**config.mk**
```make
export PLATFORM = sky130hd
export DESIGN_NAME = rsa_job_arbiter
export DESIGN_NICKNAME = d
export VERILOG_FILES = /design/src/rtl/rsa_job_arbiter.sv
export SDC_FILE = /design/constraint.sdc
export NUM_CORES = 1
export LEC_CHECK = 0
export BUFFER_PORTS_ARGS = -buffer_cell sky130_fd_sc_hd__buf_4
export CAP_MARGIN = 20
export CORE_MARGIN = 5
export CORE_UTILIZATION = 25
export CTS_CLUSTER_DIAMETER = 80
export CTS_CLUSTER_SIZE = 30
export DETAILED_ROUTE_END_ITERATION = 16
export GPL_ROUTABILITY_DRIVEN = 0
export HOLD_SLACK_MARGIN = 0.08
export SLEW_MARGIN = 20
export SYNTH_ARGS = -nofsm -noshare
export SYNTH_HDL_FRONTEND = slang
export SYNTH_SLANG_ARGS = --single-unit
```
**constraint.sdc**
```tcl
create_clock -name clk -period 4.1 [get_ports clk]
set_clock_uncertainty 0.2 [all_clocks]
set_input_delay 0.41 -clock clk [delete_from_list [all_inputs] [get_ports clk]]
set_output_delay 0.41 -clock clk [all_outputs]
set_load 0.05 [all_outputs]
```
**src/rtl/rsa_job_arbiter.sv**
```systemverilog
// rsa_job_arbiter: round-robin job arbiter in front of a single RSA engine,
// with idle-timeout power-down and wake-on-request power sequencing.
`ifndef CONFIG_DATA_WIDTH
`define CONFIG_DATA_WIDTH 32
`endif

module rsa_job_arbiter #(
  parameter int DATA_WIDTH   = `CONFIG_DATA_WIDTH,
  parameter int N_REQ        = 2,
  parameter int IDLE_TIMEOUT = 64
) (
  input  logic                                 clk,
  input  logic                                 rst,
  input  logic                                 ce,
  input  logic [N_REQ-1:0]                     req_valid,
  input  logic [N_REQ*DATA_WIDTH-1:0]          req_c,
  input  logic [N_REQ*DATA_WIDTH-1:0]          req_d,
  input  logic [N_REQ*DATA_WIDTH-1:0]          req_r2_mod_n,
  input  logic [N_REQ*DATA_WIDTH-1:0]          req_n,
  input  logic [N_REQ*$clog2(DATA_WIDTH)-1:0]  req_t_sub_1,
  output logic [N_REQ-1:0]                     req_accept,
  output logic [N_REQ-1:0]                     resp_valid,
  output logic [DATA_WIDTH-1:0]                resp_m,
  output logic                                 core_start,
  output logic [DATA_WIDTH-1:0]                core_c,
  output logic [DATA_WIDTH-1:0]                core_d,
  output logic [DATA_WIDTH-1:0]                core_r2_mod_n,
  output logic [DATA_WIDTH-1:0]                core_n,
  output logic [$clog2(DATA_WIDTH)-1:0]        core_t_sub_1,
  input  logic                                 core_ready,
  input  logic                                 core_done,
  input  logic [DATA_WIDTH-1:0]                core_m,
  output logic                                 pwr_req_enable,
  output logic                                 pwr_req_disable
);

  localparam int GW = $clog2(N_REQ);
  localparam int TW = $clog2(DATA_WIDTH);
  localparam int CW = $clog2(IDLE_TIMEOUT + 1);

  typedef enum logic [2:0] {S_IDLE, S_ISSUE, S_BUSY, S_SLEEP, S_OFF, S_WAKE} state_t;

  state_t                  state_q, state_d;
  logic [GW-1:0]           last_grant_q, last_grant_d;   // also the requester of the job in flight
  logic [CW-1:0]           idle_cnt_q, idle_cnt_d;
  logic [DATA_WIDTH-1:0]   core_c_q, core_c_d, core_d_q, core_d_d;
  logic [DATA_WIDTH-1:0]   core_r2_q, core_r2_d, core_n_q, core_n_d;
  logic [TW-1:0]           core_t_q, core_t_d;
  logic [DATA_WIDTH-1:0]   resp_m_q, resp_m_d;
  logic [N_REQ-1:0]        resp_valid_q, resp_valid_d;

  logic [GW-1:0]           grant_idx;
  logic                    grant_hit;
  logic [GW:0]             rr_idx;
  logic [N_REQ-1:0]        accept;
  logic                    start, pwr_en, pwr_dis, go;

  // Round-robin pick: scan from last_grant+1 upward (mod N_REQ); lowest offset wins
  always_comb begin
    grant_idx = '0;
    grant_hit = 1'b0;
    rr_idx    = '0;
    for (int k = N_REQ - 1; k >= 0; k--) begin
      rr_idx = {1'b0, last_grant_q} + (GW+1)'(k + 1);
      if (rr_idx >= (GW+1)'(N_REQ)) rr_idx = rr_idx - (GW+1)'(N_REQ);
      if (req_valid[rr_idx[GW-1:0]]) begin
        grant_idx = rr_idx[GW-1:0];
        grant_hit = 1'b1;
      end
    end
  end

  // Next-state, operand latching, idle counting and pulse generation
  always_comb begin
    state_d      = state_q;
    last_grant_d = last_grant_q;
    idle_cnt_d   = '0;
    core_c_d     = core_c_q;
    core_d_d     = core_d_q;
    core_r2_d    = core_r2_q;
    core_n_d     = core_n_q;
    core_t_d     = core_t_q;
    resp_m_d     = resp_m_q;
    resp_valid_d = '0;
    accept       = '0;
    start        = 1'b0;
    pwr_en       = 1'b0;
    pwr_dis      = 1'b0;
    case (state_q)
      S_IDLE: begin
        // a pending grant always beats the power-down timeout
        if (grant_hit && core_ready) begin
          state_d           = S_ISSUE;
          last_grant_d      = grant_idx;
          accept[grant_idx] = 1'b1;
          core_c_d  = req_c[grant_idx*DATA_WIDTH +: DATA_WIDTH];
          core_d_d  = req_d[grant_idx*DATA_WIDTH +: DATA_WIDTH];
          core_r2_d = req_r2_mod_n[grant_idx*DATA_WIDTH +: DATA_WIDTH];
          core_n_d  = req_n[grant_idx*DATA_WIDTH +: DATA_WIDTH];
          core_t_d  = req_t_sub_1[grant_idx*TW +: TW];
        end else if (!(|req_valid) && idle_cnt_q >= CW'(IDLE_TIMEOUT - 1)) begin
          pwr_dis = 1'b1;
          state_d = S_SLEEP;
        end else if (idle_cnt_q < CW'(IDLE_TIMEOUT - 1)) begin
          idle_cnt_d = idle_cnt_q + 1'b1;
        end else begin
          idle_cnt_d = idle_cnt_q;
        end
      end
      S_ISSUE: begin
        start   = 1'b1;
        state_d = S_BUSY;
      end
      S_BUSY: begin
        if (core_done) begin
          resp_m_d                   = core_m;
          resp_valid_d[last_grant_q] = 1'b1;
          state_d                    = S_IDLE;
        end
      end
      S_SLEEP: if (!core_ready) state_d = S_OFF;
      S_OFF: begin
        if (|req_valid) begin
          pwr_en  = 1'b1;
          state_d = S_WAKE;
        end
      end
      S_WAKE:  if (core_ready) state_d = S_IDLE;
      default: state_d = S_IDLE;
    endcase
  end

  // State register; everything holds while ce is low
  always_ff @(posedge clk) begin
    if (rst) begin
      state_q      <= S_IDLE;
      last_grant_q <= GW'(N_REQ - 1);
      idle_cnt_q   <= '0;
      core_c_q     <= '0;
      core_d_q     <= '0;
      core_r2_q    <= '0;
      core_n_q     <= '0;
      core_t_q     <= '0;
      resp_m_q     <= '0;
      resp_valid_q <= '0;
    end else if (ce) begin
      state_q      <= state_d;
      last_grant_q <= last_grant_d;
      idle_cnt_q   <= idle_cnt_d;
      core_c_q     <= core_c_d;
      core_d_q     <= core_d_d;
      core_r2_q    <= core_r2_d;
      core_n_q     <= core_n_d;
      core_t_q     <= core_t_d;
      resp_m_q     <= resp_m_d;
      resp_valid_q <= resp_valid_d;
    end
  end

  // Pulses are masked while stalled or in reset; a held resp_valid_q fires once ce returns
  assign go              = ce & ~rst;
  assign req_accept      = accept & {N_REQ{go}};
  assign resp_valid      = resp_valid_q & {N_REQ{go}};
  assign core_start      = start & go;
  assign pwr_req_enable  = pwr_en & go;
  assign pwr_req_disable = pwr_dis & go;
  assign resp_m          = resp_m_q;
  assign core_c          = core_c_q;
  assign core_d          = core_d_q;
  assign core_r2_mod_n   = core_r2_q;
  assign core_n          = core_n_q;
  assign core_t_sub_1    = core_t_q;

endmodule
```
; ---- After elaboration in Yosys (flattened, before gate mapping)
; Index checks and enable logic that the tools add are counted.
[op_classes]
div = 0
n_mux = 35
bitwise = 7
n_reduce_logical = 11
add_sub_neg = 5
n_shift = 5
eq_ne = 11
mul = 1
magnitude_cmp = 10
[op_table]
columns = cell, n
row1 = 64-bit by 7-bit variable part select with 32-bit output, 4
row2 = 7-bit 2-to-1 mux, 4
row3 = 1-bit 2-to-1 mux, 18
row4 = 3-bit 2-to-1 mux, 6
row5 = 3-bit case mux with 6 select lines, 1
row6 = 10-bit by 5-bit variable part select with 5-bit output, 1
row7 = 1-bit by 2-bit less-than comparator with 1-bit output (second input constant), 4
row8 = 2-bit 2-to-1 mux, 4
row9 = 2-bit != test (second input constant), 4
row10 = 7-bit by 1-bit adder with 7-bit output (second input constant), 1
row11 = 7-bit by 6-bit greater-or-equal comparator with 1-bit output (second input constant), 1
row12 = 7-bit by 6-bit less-than comparator with 1-bit output (second input constant), 1
row13 = 3-bit by 2-bit == test with 1-bit output (second input constant), 2
row14 = 3-bit == test (second input constant), 2
row15 = 3-bit AND reduction, 2
row16 = 6-bit AND reduction, 1
row17 = 1-bit AND, 4
row18 = 2-bit AND, 2
row19 = 2-bit greater-or-equal comparator (second input constant), 2
row20 = 1-bit logical AND, 4
row21 = 1-bit by 3-bit multiplier with 4-bit output (second input constant), 1
row22 = 4-bit != test (second input constant), 1
row23 = 3-bit by 1-bit == test with 1-bit output (second input constant), 1
row24 = 3-bit logical NOT, 1
row25 = 10 further kinds, 13
[word_totals]
ff_bits = 178
output_inout_bits = 172
romBits = 0
latch_bits = 0
wordCells = 95
mem_count = 0
ram_bits = 0

; ---- Depth between registers and ports, before layout
[logic_depth]
ltp_word = 14
depth_mapped = 6
ltp_nobuf = 5

; ---- Least setup slack after synthesis
; No wires, ideal clock.
[synth_path]
path_type = input -> output
from = in rst
to = out core_start
stages = 3
path_buffers = 2
arrival_ns = 2.411
path_slack_ns = 1.079
path_cell_list = clkbuf_1 > clkbuf_1 > nor4b_1
[synth_via]
elab_chain_len = 3
[synth_lines]
columns = item, line
row1 = start: declaration, 13  ; input logic rst,
row2 = 1-bit inverter, 161  ; assign go = ce & ~rst;
row3 = 1-bit AND, 161
row4 = 1-bit AND, 164  ; assign core_start = start & go;
row5 = end: declaration, 24  ; output logic core_start,
; Every way passes these cells.

; ---- Final worst setup path
[layout_path]
from = reg state_q[1]
to = out req_accept[1]
[layout_via]
elab_chain_len = 3
[layout_lines]
columns = item, line
row1 = start: declaration, 43  ; state_t state_q, state_d;
row2 = start signal: assignment, 147  ; state_q <= state_d;
row3 = 3-bit logical NOT, 89  ; case (state_q)
row4 = 2-bit 2-to-1 mux, 89
row5 = 2-bit AND, 162  ; assign req_accept = accept & {N_REQ{go}};
row6 = end: declaration, 21  ; output logic [N_REQ-1:0] req_accept,
; Every way passes these cells.

==> results.sh <==
export IMPL_status="completed"
export IMPL_end_kind="output pin"
export IMPL_viasPerCell=4.46
export IMPL_max_stage_delay_ns=0.73
export IMPL_cts_tree="done"
export IMPL_synthCells=825
export IMPL_synthArstFlopShare=0
export IMPL_grt_max_degree=137
export IMPL_ioPinCount=477
export IMPL_cts_buffer_depth=2
export IMPL_peakVddDrop_mv=0.223
export IMPL_syn_area_sq_um=7670
export IMPL_timing_setup_tns_ns=0
export IMPL_drv_slew=0
export IMPL_cts_resized_gates=0
export IMPL_ant_nets=0
export IMPL_vias=7553
export IMPL_finalHoldViolations=0
export IMPL_setup_viol=0
export IMPL_power_density_nw_per_um2=412
export IMPL_clock_latency_ns=0.42
export IMPL_synth_common_cells="178 x dfxtp_1, 144 x nor2_1, 135 x mux2i_1, 130 x a211oi_1, 68 x nand2_1"
export IMPL_ys_flop_type="dfxtp_1"
export IMPL_worst_path_max_delay_cell="or4_1"
export IMPL_ys_ff_latch=178
export IMPL_yosysTopAreaCell="dfxtp_1"
export IMPL_cts_buffers_inserted=17
export IMPL_syn_to_final_growth_pct=62.4
export IMPL_start_util=0.252
export IMPL_yosysMostFrequentCell="dfxtp_1"
export IMPL_layout_nets=1592
export IMPL_htree_levels=4
export IMPL_min_period_ns=2.71
export IMPL_multi_input_area_sq_um=3770
export IMPL_finalPower_uw=5130
export IMPL_cts_sinks=178
export IMPL_grt_pass1_wl_um=41300
export IMPL_dp_hpwl_um=21500
export IMPL_portBuffers=476
export IMPL_synth_cell_types=47
export IMPL_place_area_sq_um=11500
export IMPL_worstPathCellList="or4_1 -> nor3b_1 -> buf_4"
export IMPL_n_fill_cell=3072
export IMPL_grt_util_all_layers=0.154
export IMPL_core_area_sq_um=30400
export IMPL_startpoint_type="flip-flop"
export IMPL_power_leakage_uw=0.00538
export IMPL_drt_iter0_markers=210
export IMPL_seq_area_frac_synth=0.465
export IMPL_stdcell_area_sq_um=12500
export IMPL_rows=64
export IMPL_grt_pass1_vias=7521
export IMPL_max_freq_mhz=368
export IMPL_firstDrtPassIters=4
export IMPL_routed_wl_um=28400
export IMPL_overflow=0
export IMPL_rsz0062_at_grt="no"
export IMPL_slew_headroom=0.395
export IMPL_synth_top_cell_area_share=0.465
export IMPL_numPlacedInstances=1631
export IMPL_crit_type="flip-flop to output pin"
export IMPL_stdcell_count=1694
export IMPL_fin_util=0.409
export IMPL_path_clk_slew_ns=0.08
export IMPL_drv_cap=0
export IMPL_drc=0
export IMPL_root_buffer="clkbuf_16"
export IMPL_syn_num_nets=1131
export IMPL_die_h_um=185
export IMPL_wire_per_inst_um=16.7
export IMPL_crit_arrival_ns=2.10
export IMPL_register_area_sq_um=3560
export IMPL_fp_dieW_um=185
export IMPL_crit_path_max_fanout=14
export IMPL_die_area_sq_um=34300
export IMPL_synth_area_top_cells="dfxtp_1 46%, mux2i_1 18%, a211oi_1 13%"
export IMPL_synth_edf_count=0
export IMPL_synth_warnings=0
export IMPL_worst_slew_pin_slew_ns=0.908
export IMPL_grt_antenna_before_repair=0
export IMPL_hp_class="input port to flip-flop"
export IMPL_antenna_diode_count=0
export IMPL_drive_gt1_frac=0.401
export IMPL_worstPathRequired_ns=3.49
export IMPL_post_route_period_util=0.662
export IMPL_syn_area_per_cell_sq_um=9.30
==> cell families (layout without fill, tap and decap cells) <==
group                      Yosys count  count (layout)  synth area share
AOI/OAI and AO/OA                  187             187             0.175
xor gates and xnor gates             3               3           0.00343
adders and majority gates            1               1           0.00163
buffers and inverters               75             548            0.0452
DFF                                178             178             0.465
muxes                              135             135             0.176
and+or+nand+nor                    246             246             0.134
==> final timing paths <==
kind	startpoint	endpoint	slack, ns	depth (start not counted)
max	state_q[1]	req_accept[1]	1.39	3
min	req_d[10]	core_d[10]	0.13	3
max reg2reg	state_q[1]	core_d[23]	1.95	4
min reg2reg	resp_m[15]	resp_m[15]	0.26	2
==> cells in the final DEF, fill, tap and decap left out, types with 3 or more instances in the layout <==
master,count
nor2_1,144
a211oi_1,130
nor3_1,3
a21oi_1,33
o21ai_0,3
buf_4,478
nor2b_1,6
clkinv_4,3
a211oi_2,4
xor2_1,3
inv_6,3
nand2_1,68
nand3_1,3
dlygate4sd3_1,32
nand2b_1,4
mux2i_1,135
buf_12,4
clkbuf_16,17
and2_1,3
bufinv_16,3
dfxtp_1,178
==> where the power goes <==
| part | switching (uW) | internal [uW] |
|---|---|---|
| Clock | 731 | 989 |
| Sequential | 87.3 | 1870 |
| Combinational | 884 | 571 |
| Total | 1700 | 3430 |
==> layer usage <==
layer  vias up  share of wire  track usage
li1       3883              -            -
met3        17          0.085       0.0499
met1      3372           0.40        0.180
met4         0          0.012       0.0329
met2       281           0.51        0.275
met5         -              0            0
==> critical path: cells and delay by family, from the launching register on <==
kind	cells	cell delay, ns
buffers and inverters	1	0.24
DFF	1	0.46
and+or+nand+nor	2	0.99
==> repair_timing <==
| action | 4_1_cts | 5_1_grt |
|---|---|---|
| endpoints found under the hold margin | 32 | 0 |
| hold buffers | 32 | 0 |
| buffers inserted | 0 | 0 |
==> sequential cells by signal, summed over array words and instances (netlist names) <==
signal	count
core_c	32
core_d	32
core_n	32
core_r2_mod_n	32
core_t_sub_1	5
idle_cnt_q	7
last_grant_q	1
resp_m	32
resp_valid_q	2
state_q	3
==> metrics by stage <==
step | worst slack (ns) | hold WS [ns]
after floorplan | 1.08 | 0.247
after global placement | 1.69 | 0.243
after detailed placement | 1.68 | 0.248
after CTS | 1.33 | 0.108
after global routing | 1.24 | 0.107
final | 1.39 | 0.134
==> cell type report <==
class                   count  share of cell area
clock buffers              19              0.0356
clock inverters            12              0.0140
inverters                   2            0.000603
multi-input cells         572               0.303
flip-flops and latches    178               0.286
well taps                 396              0.0398
repair buffers            515               0.321
Power figures use the tool's default switching activity.
